`src/rtl/multicycle_control_unit.sv`:
```
// Multicycle ARM-subset control FSM: sequences fetch/decode/execute/memory/writeback,
// owns NZCV flags and the condition check, stalls on mem_ready, counts retired instructions.
module multicycle_control_unit #(
    parameter int ALUCTRL_W = 4,
    parameter int CNT_W     = 32
) (
    input  logic                 clk,
    input  logic                 reset,
    input  logic [3:0]           cond,
    input  logic [1:0]           op,
    input  logic [5:0]           funct,
    input  logic [3:0]           rd,
    input  logic [3:0]           alu_flags,
    input  logic                 mem_ready,
    output logic                 pc_write,
    output logic                 ir_write,
    output logic                 mem_write,
    output logic                 reg_write,
    output logic                 adr_src,
    output logic [1:0]           result_src,
    output logic [1:0]           alu_src_a,
    output logic [1:0]           alu_src_b,
    output logic [ALUCTRL_W-1:0] alu_control,
    output logic [1:0]           imm_src,
    output logic [1:0]           reg_src,
    output logic [3:0]           flags,
    output logic [CNT_W-1:0]     instr_count
);

    typedef enum logic [3:0] {
        S_FETCH, S_DECODE, S_MEMADR, S_MEMRD, S_MEMWB,
        S_MEMWR, S_EXECR, S_EXECI, S_ALUWB, S_BRANCH
    } state_t;

    localparam logic [ALUCTRL_W-1:0] ALU_ADD = ALUCTRL_W'(0);
    localparam logic [ALUCTRL_W-1:0] ALU_SUB = ALUCTRL_W'(1);
    localparam logic [ALUCTRL_W-1:0] ALU_AND = ALUCTRL_W'(2);
    localparam logic [ALUCTRL_W-1:0] ALU_ORR = ALUCTRL_W'(3);

    state_t state, next_state, out_state;

    logic [3:0]           cmd;
    logic                 s_bit, i_bit, u_bit, l_bit;
    logic                 cmd_ok, is_cmp, cv_upd;
    logic [ALUCTRL_W-1:0] dp_alu;
    logic                 cond_ex;
    logic                 n_f, z_f, c_f, v_f;
    logic                 flag_upd, retire;

    assign cmd   = funct[4:1];
    assign s_bit = funct[0];
    assign i_bit = funct[5];
    assign u_bit = funct[3];
    assign l_bit = funct[0];
    assign {n_f, z_f, c_f, v_f} = flags;

    assign imm_src = op;
    assign reg_src = {op == 2'b01, op == 2'b10};

    always_comb begin
        cmd_ok = 1'b1;
        is_cmp = 1'b0;
        cv_upd = 1'b0;
        dp_alu = ALU_ADD;
        case (cmd)
            4'b0100: begin dp_alu = ALU_ADD; cv_upd = 1'b1; end
            4'b0010: begin dp_alu = ALU_SUB; cv_upd = 1'b1; end
            4'b0000: dp_alu = ALU_AND;
            4'b1100: dp_alu = ALU_ORR;
            4'b1010: begin dp_alu = ALU_SUB; cv_upd = 1'b1; is_cmp = 1'b1; end
            default: cmd_ok = 1'b0;
        endcase
    end

    always_comb begin
        cond_ex = 1'b0;
        case (cond)
            4'b0000: cond_ex = z_f;
            4'b0001: cond_ex = !z_f;
            4'b0010: cond_ex = c_f;
            4'b0011: cond_ex = !c_f;
            4'b0100: cond_ex = n_f;
            4'b0101: cond_ex = !n_f;
            4'b0110: cond_ex = v_f;
            4'b0111: cond_ex = !v_f;
            4'b1000: cond_ex = c_f && !z_f;
            4'b1001: cond_ex = !c_f || z_f;
            4'b1010: cond_ex = (n_f == v_f);
            4'b1011: cond_ex = (n_f != v_f);
            4'b1100: cond_ex = !z_f && (n_f == v_f);
            4'b1101: cond_ex = z_f || (n_f != v_f);
            4'b1110: cond_ex = 1'b1;
            default: cond_ex = 1'b0;
        endcase
    end

    always_ff @(posedge clk) begin
        if (reset) state <= S_FETCH;
        else       state <= next_state;
    end

    // While reset is high the outputs present the FETCH decode with all strobes off.
    assign out_state = reset ? S_FETCH : state;

    always_comb begin
        next_state  = out_state;
        pc_write    = 1'b0;
        ir_write    = 1'b0;
        mem_write   = 1'b0;
        reg_write   = 1'b0;
        adr_src     = 1'b0;
        result_src  = 2'b00;
        alu_src_a   = 2'b00;
        alu_src_b   = 2'b00;
        alu_control = ALU_ADD;
        flag_upd    = 1'b0;
        retire      = 1'b0;
        case (out_state)
            S_FETCH: begin
                alu_src_a  = 2'b01;
                alu_src_b  = 2'b10;
                result_src = 2'b10;
                ir_write   = mem_ready;
                pc_write   = mem_ready;
                if (mem_ready) next_state = S_DECODE;
            end
            S_DECODE: begin
                alu_src_a  = 2'b01;
                alu_src_b  = 2'b10;
                result_src = 2'b10;
                if (!cond_ex || op == 2'b11) next_state = S_FETCH;
                else if (op == 2'b01)        next_state = S_MEMADR;
                else if (op == 2'b10)        next_state = S_BRANCH;
                else                         next_state = i_bit ? S_EXECI : S_EXECR;
            end
            S_MEMADR: begin
                alu_src_b   = 2'b01;
                alu_control = u_bit ? ALU_ADD : ALU_SUB;
                next_state  = l_bit ? S_MEMRD : S_MEMWR;
            end
            S_MEMRD: begin
                adr_src = 1'b1;
                if (mem_ready) next_state = S_MEMWB;
            end
            S_MEMWB: begin
                result_src = 2'b01;
                reg_write  = 1'b1;
                pc_write   = (rd == 4'd15);
                retire     = 1'b1;
                next_state = S_FETCH;
            end
            S_MEMWR: begin
                adr_src   = 1'b1;
                mem_write = 1'b1;
                if (mem_ready) begin
                    retire     = 1'b1;
                    next_state = S_FETCH;
                end
            end
            S_EXECR, S_EXECI: begin
                alu_src_b   = (out_state == S_EXECI) ? 2'b01 : 2'b00;
                alu_control = cmd_ok ? dp_alu : ALU_ADD;
                flag_upd    = cmd_ok && (s_bit || is_cmp);
                retire      = cmd_ok && is_cmp;
                next_state  = (cmd_ok && !is_cmp) ? S_ALUWB : S_FETCH;
            end
            S_ALUWB: begin
                reg_write  = 1'b1;
                pc_write   = (rd == 4'd15);
                retire     = 1'b1;
                next_state = S_FETCH;
            end
            S_BRANCH: begin
                alu_src_a  = 2'b01;
                alu_src_b  = 2'b01;
                result_src = 2'b10;
                pc_write   = 1'b1;
                retire     = 1'b1;
                next_state = S_FETCH;
            end
            default: next_state = S_FETCH;
        endcase
        if (reset) begin
            pc_write  = 1'b0;
            ir_write  = 1'b0;
            mem_write = 1'b0;
            reg_write = 1'b0;
        end
    end

    // Logical ops refresh only N and Z; C and V keep their previous values.
    always_ff @(posedge clk) begin
        if (reset) begin
            flags       <= 4'b0000;
            instr_count <= '0;
        end else begin
            if (flag_upd) begin
                flags[3:2] <= alu_flags[3:2];
                if (cv_upd) flags[1:0] <= alu_flags[1:0];
            end
            if (retire) instr_count <= instr_count + CNT_W'(1);
        end
    end

endmodule
```
`config.mk`:
```
export PLATFORM = sky130hd
export DESIGN_NAME = multicycle_control_unit
export DESIGN_NICKNAME = d
export VERILOG_FILES = /design/src/rtl/multicycle_control_unit.sv
export SDC_FILE = /design/constraint.sdc
export NUM_CORES = 1
export LEC_CHECK = 0
export CAP_MARGIN = 0
export CORE_UTILIZATION = 49
export CTS_BUF_LIST = sky130_fd_sc_hd__clkbuf_4 sky130_fd_sc_hd__clkbuf_8
export CTS_CLUSTER_SIZE = 30
export DETAILED_ROUTE_END_ITERATION = 10
export PLACE_DENSITY = 0.82
export SETUP_SLACK_MARGIN = 0.05
export SYNTH_ARGS = -nofsm -noshare
export SYNTH_HDL_FRONTEND = slang
export SYNTH_SLANG_ARGS = --single-unit
```
`constraint.sdc`:
```
create_clock -name clk -period 2.1 [get_ports clk]
set_input_delay 0.21 -clock clk [delete_from_list [all_inputs] [get_ports clk]]
set_output_delay 0.21 -clock clk [all_outputs]
set_load 0.01 [all_outputs]
```
=== Word level (Yosys, flattened, before mapping) ===
Index checks and enable logic that the tools add are counted.

* $add $sub $neg: 1
* Multipliers: 0
* Div/mod/pow operators: 0
* Order comparisons: 0
* Eq/ne operators: 33
* Shifts and indexed selects: 0
* Multiplexer cells: 35
* Bitwise operators: 0
* Reductions and logical operators: 29

{| class="wikitable"
|+ Operators by type and width
! kind !! count
|-
| $eq A4 B4 Y1 const B || 12
|-
| $eq A4 B3 Y1 const B || 9
|-
| $mux W4 || 9
|-
| $add A32 B1 Y32 const B || 1
|-
| $pmux W4 S6 || 1
|-
| $eq A4 B2 Y1 const B || 5
|-
| $mux W1 || 17
|-
| $pmux W1 S15 || 1
|-
| $logic_not A4 Y1 || 3
|-
| $pmux W2 S3 || 2
|-
| $reduce_or A2 Y1 || 6
|-
| $reduce_or A3 Y1 || 3
|-
| $eq A4 B1 Y1 const B || 2
|-
| $pmux W4 S2 || 1
|-
| $logic_not A1 Y1 || 6
|-
| $pmux W1 S3 || 2
|-
| $logic_and A1 B1 Y1 || 5
|-
| $reduce_or A5 Y1 || 1
|-
| $eq A2 B2 Y1 const B || 2
|-
| $logic_or A1 B1 Y1 || 4
|-
| $pmux W2 S2 || 1
|-
| $mux W3 || 1
|-
| $eq A2 B1 Y1 const B || 1
|-
| $reduce_and A2 Y1 || 1
|-
| other kinds (2) || 2
|}

* Flip-flop bits (word level): 40
* Bits in latches: 0
* Bits in writable memories: 0
* Memory bits (read-only): 0
* Bits of input ports: 23
* Output and inout bits: 55
* Word-level logic and storage cells: 102
* Memories kept: 0

=== Depth between registers and ports, before layout ===
* Depth in word-level cells: 7
* Gate-level depth with buffers: 9
* Mapped depth without buffers: 6

=== Worst setup path after synthesis ===
OpenSTA, ideal clock, no wires.

* Path kind: register to register
* From: register state[2]
* To: register instr_count[12]
* Library setup time: 0.121 ns
* Arrival: 1.741 ns
* Required time: 1.979 ns
* Slack: 0.238 ns
* Stages on the path, launching flop included: 9
* Path buffers: 3
* Period minus slack after synthesis: 1.862 ns
* Path through: dfxtp_1 > buf_6 > and2b_1 > and3_1 > buf_4 > a32oi_4 > buf_6 > nor4_1 > mux2_2

* Cells in the longest elaborated chain, start to end: 4
* Elaborated cells on any way between the ends: 10
* Those cells by class: eq/ne (6); mux (2); reduce/logical (2)

{| class="wikitable"
|+ RTL lines
! element !! RTL line !! RTL
|-
| from (decl) || 40 || <nowiki>state_t state, next_state, out_state;</nowiki>
|-
| from (signal assigned) || 99 || <nowiki>else state <= next_state;</nowiki>
|-
| $mux W4 * || 103 || <nowiki>assign out_state = reset ? S_FETCH : state;</nowiki>
|-
| $eq A4 B4 Y1 or $eq A4 B3 Y1 (tied branches) || 118 || <nowiki>case (out_state)</nowiki>
|-
| $reduce_or A3 Y1 (no line) or $reduce_or A2 Y1 (tied branches) || n/a ||
|-
| $pmux W1 S3 * || 118 ||
|-
| to (signal assigned) || 201 || <nowiki>if (retire) instr_count <= instr_count + CNT_W'(1);</nowiki>
|-
| to (decl) || 27 || <nowiki>output logic [CNT_W-1:0] instr_count</nowiki>
|}

Every way passes the cells marked *; elsewhere a longest branch is shown, timed or not.
A chain may end at the register's enable or synchronous reset.

=== Final worst setup path ===
* From: input reset
* To: output mem_write

* Cells in the longest elaborated chain, start to end: 4

{| class="wikitable"
|+ RTL lines
! element !! RTL line !! RTL
|-
| from (decl) || 8 || <nowiki>input logic reset,</nowiki>
|-
| $mux W4 || 103 ||
|-
| $eq A4 B3 Y1 || 118 ||
|-
| $mux W1 || 118 ||
|-
| $mux W1 * || 183 || <nowiki>if (reset) begin</nowiki>
|-
| to (decl) || 17 || <nowiki>output logic mem_write,</nowiki>
|}

Marks and branches as above.

==> flow_metrics.tcl <==
set metrics [dict create \
    outcome "finished, final reports clean" \
    fp.dieH_um 75.68 \
    max_cap_violations 0 \
    core_area_mm2 0.005172 \
    synth_flop_cell "dfxtp_1" \
    syn_area_mm2 0.002660 \
    clk_latency_ps 290 \
    grt_max_degree 31 \
    overflow 0 \
    synth_common_cells "dfxtp_1, a21oi_1, nor2_1" \
    grt_pass1_vias 2437 \
    worstPathRequired_ps 1890 \
    fmax_mhz 498.0 \
    portBuffers 74 \
    cts_resized 9 \
    num-nets-final 451 \
    place_ws_ps -156.4 \
    slowest_delay_ps 570 \
    seq_area_um2 807.0 \
    num_antenna_cells 0 \
    io_pins 78 \
    max_slew.worst_pin.slew_ps 499.8 \
    area_growth_pct 39.79 \
    clk_pin_slew_worst_paths_ps 70 \
    syn_area_per_cell_um2 7.917 \
    num-fill-cells 396 \
    track_usage 0.2497 \
    cts_tree "done" \
    cts_setup_buffers 0 \
    synth_area_leaders "dfxtp_1, a21oi_1, o31ai_1" \
    routed-via-count 2865 \
    holdBufCountCts 0 \
    r2r_cells 6 \
    finClkSkew_ps 7.541 \
    multiInputGateArea_mm2 0.001669 \
    critical_path.max_fanout 6 \
    clk_path_buf_depth 2 \
    clock_sinks 40 \
    synth.distinct_cells 54 \
    grt_pass1_wl_um 10980 \
    yosysSeqAreaShare 0.3010 \
    crit_top_cell "clkdlybuf4s50_1" \
    start_util 0.5143 \
    first_pass_iters 4 \
    antenna_found_initial 0 \
    cts.htree.levels 2 \
    holdPathStages 2 \
    slowest_stage "clkdlybuf4s50_1" \
    final_hold_viol_count 0 \
    worstPathArrival_ps 1800 \
    stdcell_count 493 \
    drcViolationCount 0 \
    r2r_setup_slack_ps 140 \
    maxSlewHeadroom 0.6626 \
    synthCells 336 \
    p_leak_uw 0.001319 \
    synth-edff-count 0 \
    numCtsBuffers 5 \
    synth_top_area_cell "dfxtp_1" \
    drt-total-wl_um 6942 \
    drt_iter0_markers 255 \
    ys_warn_count 0 \
    hold_class "flip-flop to flip-flop" \
    wl_per_cell_um 14.08 \
    ys_ff_latch 40 \
    finalCritPeriodShare 0.9562 \
    rows 26 \
    gp_congestion 0.8501 \
    worst_slack_ps 91.98 \
    final-max-slew-violation-count 0 \
    hp-start "instr_count[31]" \
    crit_path_end_kind "output port" \
    via_per_inst 5.811 \
    synthMostInstantiatedCell "dfxtp_1" \
    clock-root-buffer "clkbuf_8" \
    path_cells "clkdlybuf4s50_1 -> nand2b_1 -> buf_4 -> nor3_1 -> clkdlybuf4s50_1" \
    whs_endpoint "instr_count[31]" \
    antenna_left 0 \
    dieArea_mm2 0.005727 \
    placed_cells 486 \
    finalSetupViolations 0 \
    die_w_um 75.68 \
    hpwl_um 5087 \
    rr_startpoint "state[2]" \
    drive_above_1_share 0.1466 \
    period_needed_ps 2008 \
    cellPowerDensity_mw_per_mm2 414.4 \
    start_kind "input pin" \
    async_reset_ff_frac 0 \
    yosysTopAreaCellShare 0.3010 \
    rsz0062_at_grt "true" \
    crit_type "input pin to output port" \
    irDropWorstVdd_mv 0.2929 \
    worstReg2RegEnd "instr_count[14]" \
]
## critical path: cells and delay by family
| family | cells | cell delay, ps |
|---|---|---|
| buffers and inverters | 3 | 1230 |
| and+or+nand+nor | 2 | 360 |
## per-stage QoR
| stage | cell area, µm² | setup TNS (ps) | power, µW | utilization | hold slack [ps] |
|---|---|---|---|---|---|
| floorplan | 2668 | 0 | 896.4 | - | 353.9 |
| global placement | 3593 | -939.8 | 1001 | 0.6947 | 460.4 |
| detailed placement | 3593 | -1976 | 1006 | 0.6947 | 476.5 |
| CTS | 3699 | 0 | 1545 | 0.7150 | 486.9 |
| global route | 3719 | 0 | 1596 | 0.7189 | 539.2 |
| finish | 3719 | 0 | 1541 | 0.7189 | 482.4 |
## worst max-delay path by stage
| stage | slack, ps | to | start | depth (start not counted) |
|---|---|---|---|---|
| after floorplan | 240 | instr_count[12] | state[2] | 8 |
| after global placement | -150 | alu_control[0] | reset | 5 |
| after detailed placement | -160 | alu_control[0] | reset | 5 |
| after CTS | 80 | result_src[0] | reset | 4 |
| after global routing | 20 | alu_control[1] | state[2] | 4 |
| final | 90 | mem_write | reset | 5 |
## sequential cells by signal (all words and copies together), names as in the netlist
| signal | cells |
|---|---|
| flags | 4 |
| instr_count | 32 |
| state | 4 |
## placed cells by master (no fill, tap or decap), types with 2 or more instances in the layout
master           Yosys  routed
clkdlybuf4s50_1      0      68
dfxtp_1             40      37
buf_4                9      32
a21oi_1             31      31
nor2_1              23      22
o31ai_1             20      20
or4_1               20      20
nand2_1             19      19
inv_1               16      16
o21ai_0             13      13
nor3_1              14      12
nand3_1             13      12
nand2b_1             9       9
mux2i_1              9       9
nand4_1              8       8
clkbuf_8             0       7
nor2b_1              6       6
or3_1                6       6
nor4_1               5       5
ha_1                 5       5
nand3b_1             4       4
or2_2                3       3
xor2_1               3       3
o32a_1               3       3
o32ai_1              3       3
a22oi_1              3       3
mux2_2               3       3
conb_1               1       3
nor3_4               1       2
xnor2_1              2       2
and4_1               2       2
dlygate4sd2_1        0       2
dlymetal6s2s_1       0       2
dfxtp_2              0       2
## area by class of cell
type / instances / share of cell area
Inverter: 16 / 0.01615
Multi-Input combinational cell: 253 / 0.4489
Sequential cell: 40 / 0.2170
Clock buffer: 7 / 0.02591
Tap cell: 70 / 0.02355
Timing Repair Buffer: 107 / 0.2685
## kinds of logic after synthesis
group           after synthesis  synth area share
compound gates               86            0.2178
other cells                   1          0.001410
flops                        40            0.3010
fa+ha+maj                     5           0.02352
mux                          12           0.04657
simple gates                142            0.3095
xor+xnor                      5           0.01647
buf+inv                      45           0.08372
## layer usage
metal	track usage	vias to the layer above	wire, µm
met5	0	-	0
met1	0.3323	1344	3086
met2	0.4246	89	3469
met4	0.06379	0	57
li1	-	1425	-
met3	0.03704	7	329
## power by group
part | switching, µW | internal (µW) | total (µW)
sequential | 7.40 | 761 | 768
clock | 257 | 293 | 550
combinational | 105 | 118 | 223
total | 369 | 1170 | 1540
Note: power is estimated with default switching activity, not from simulation.
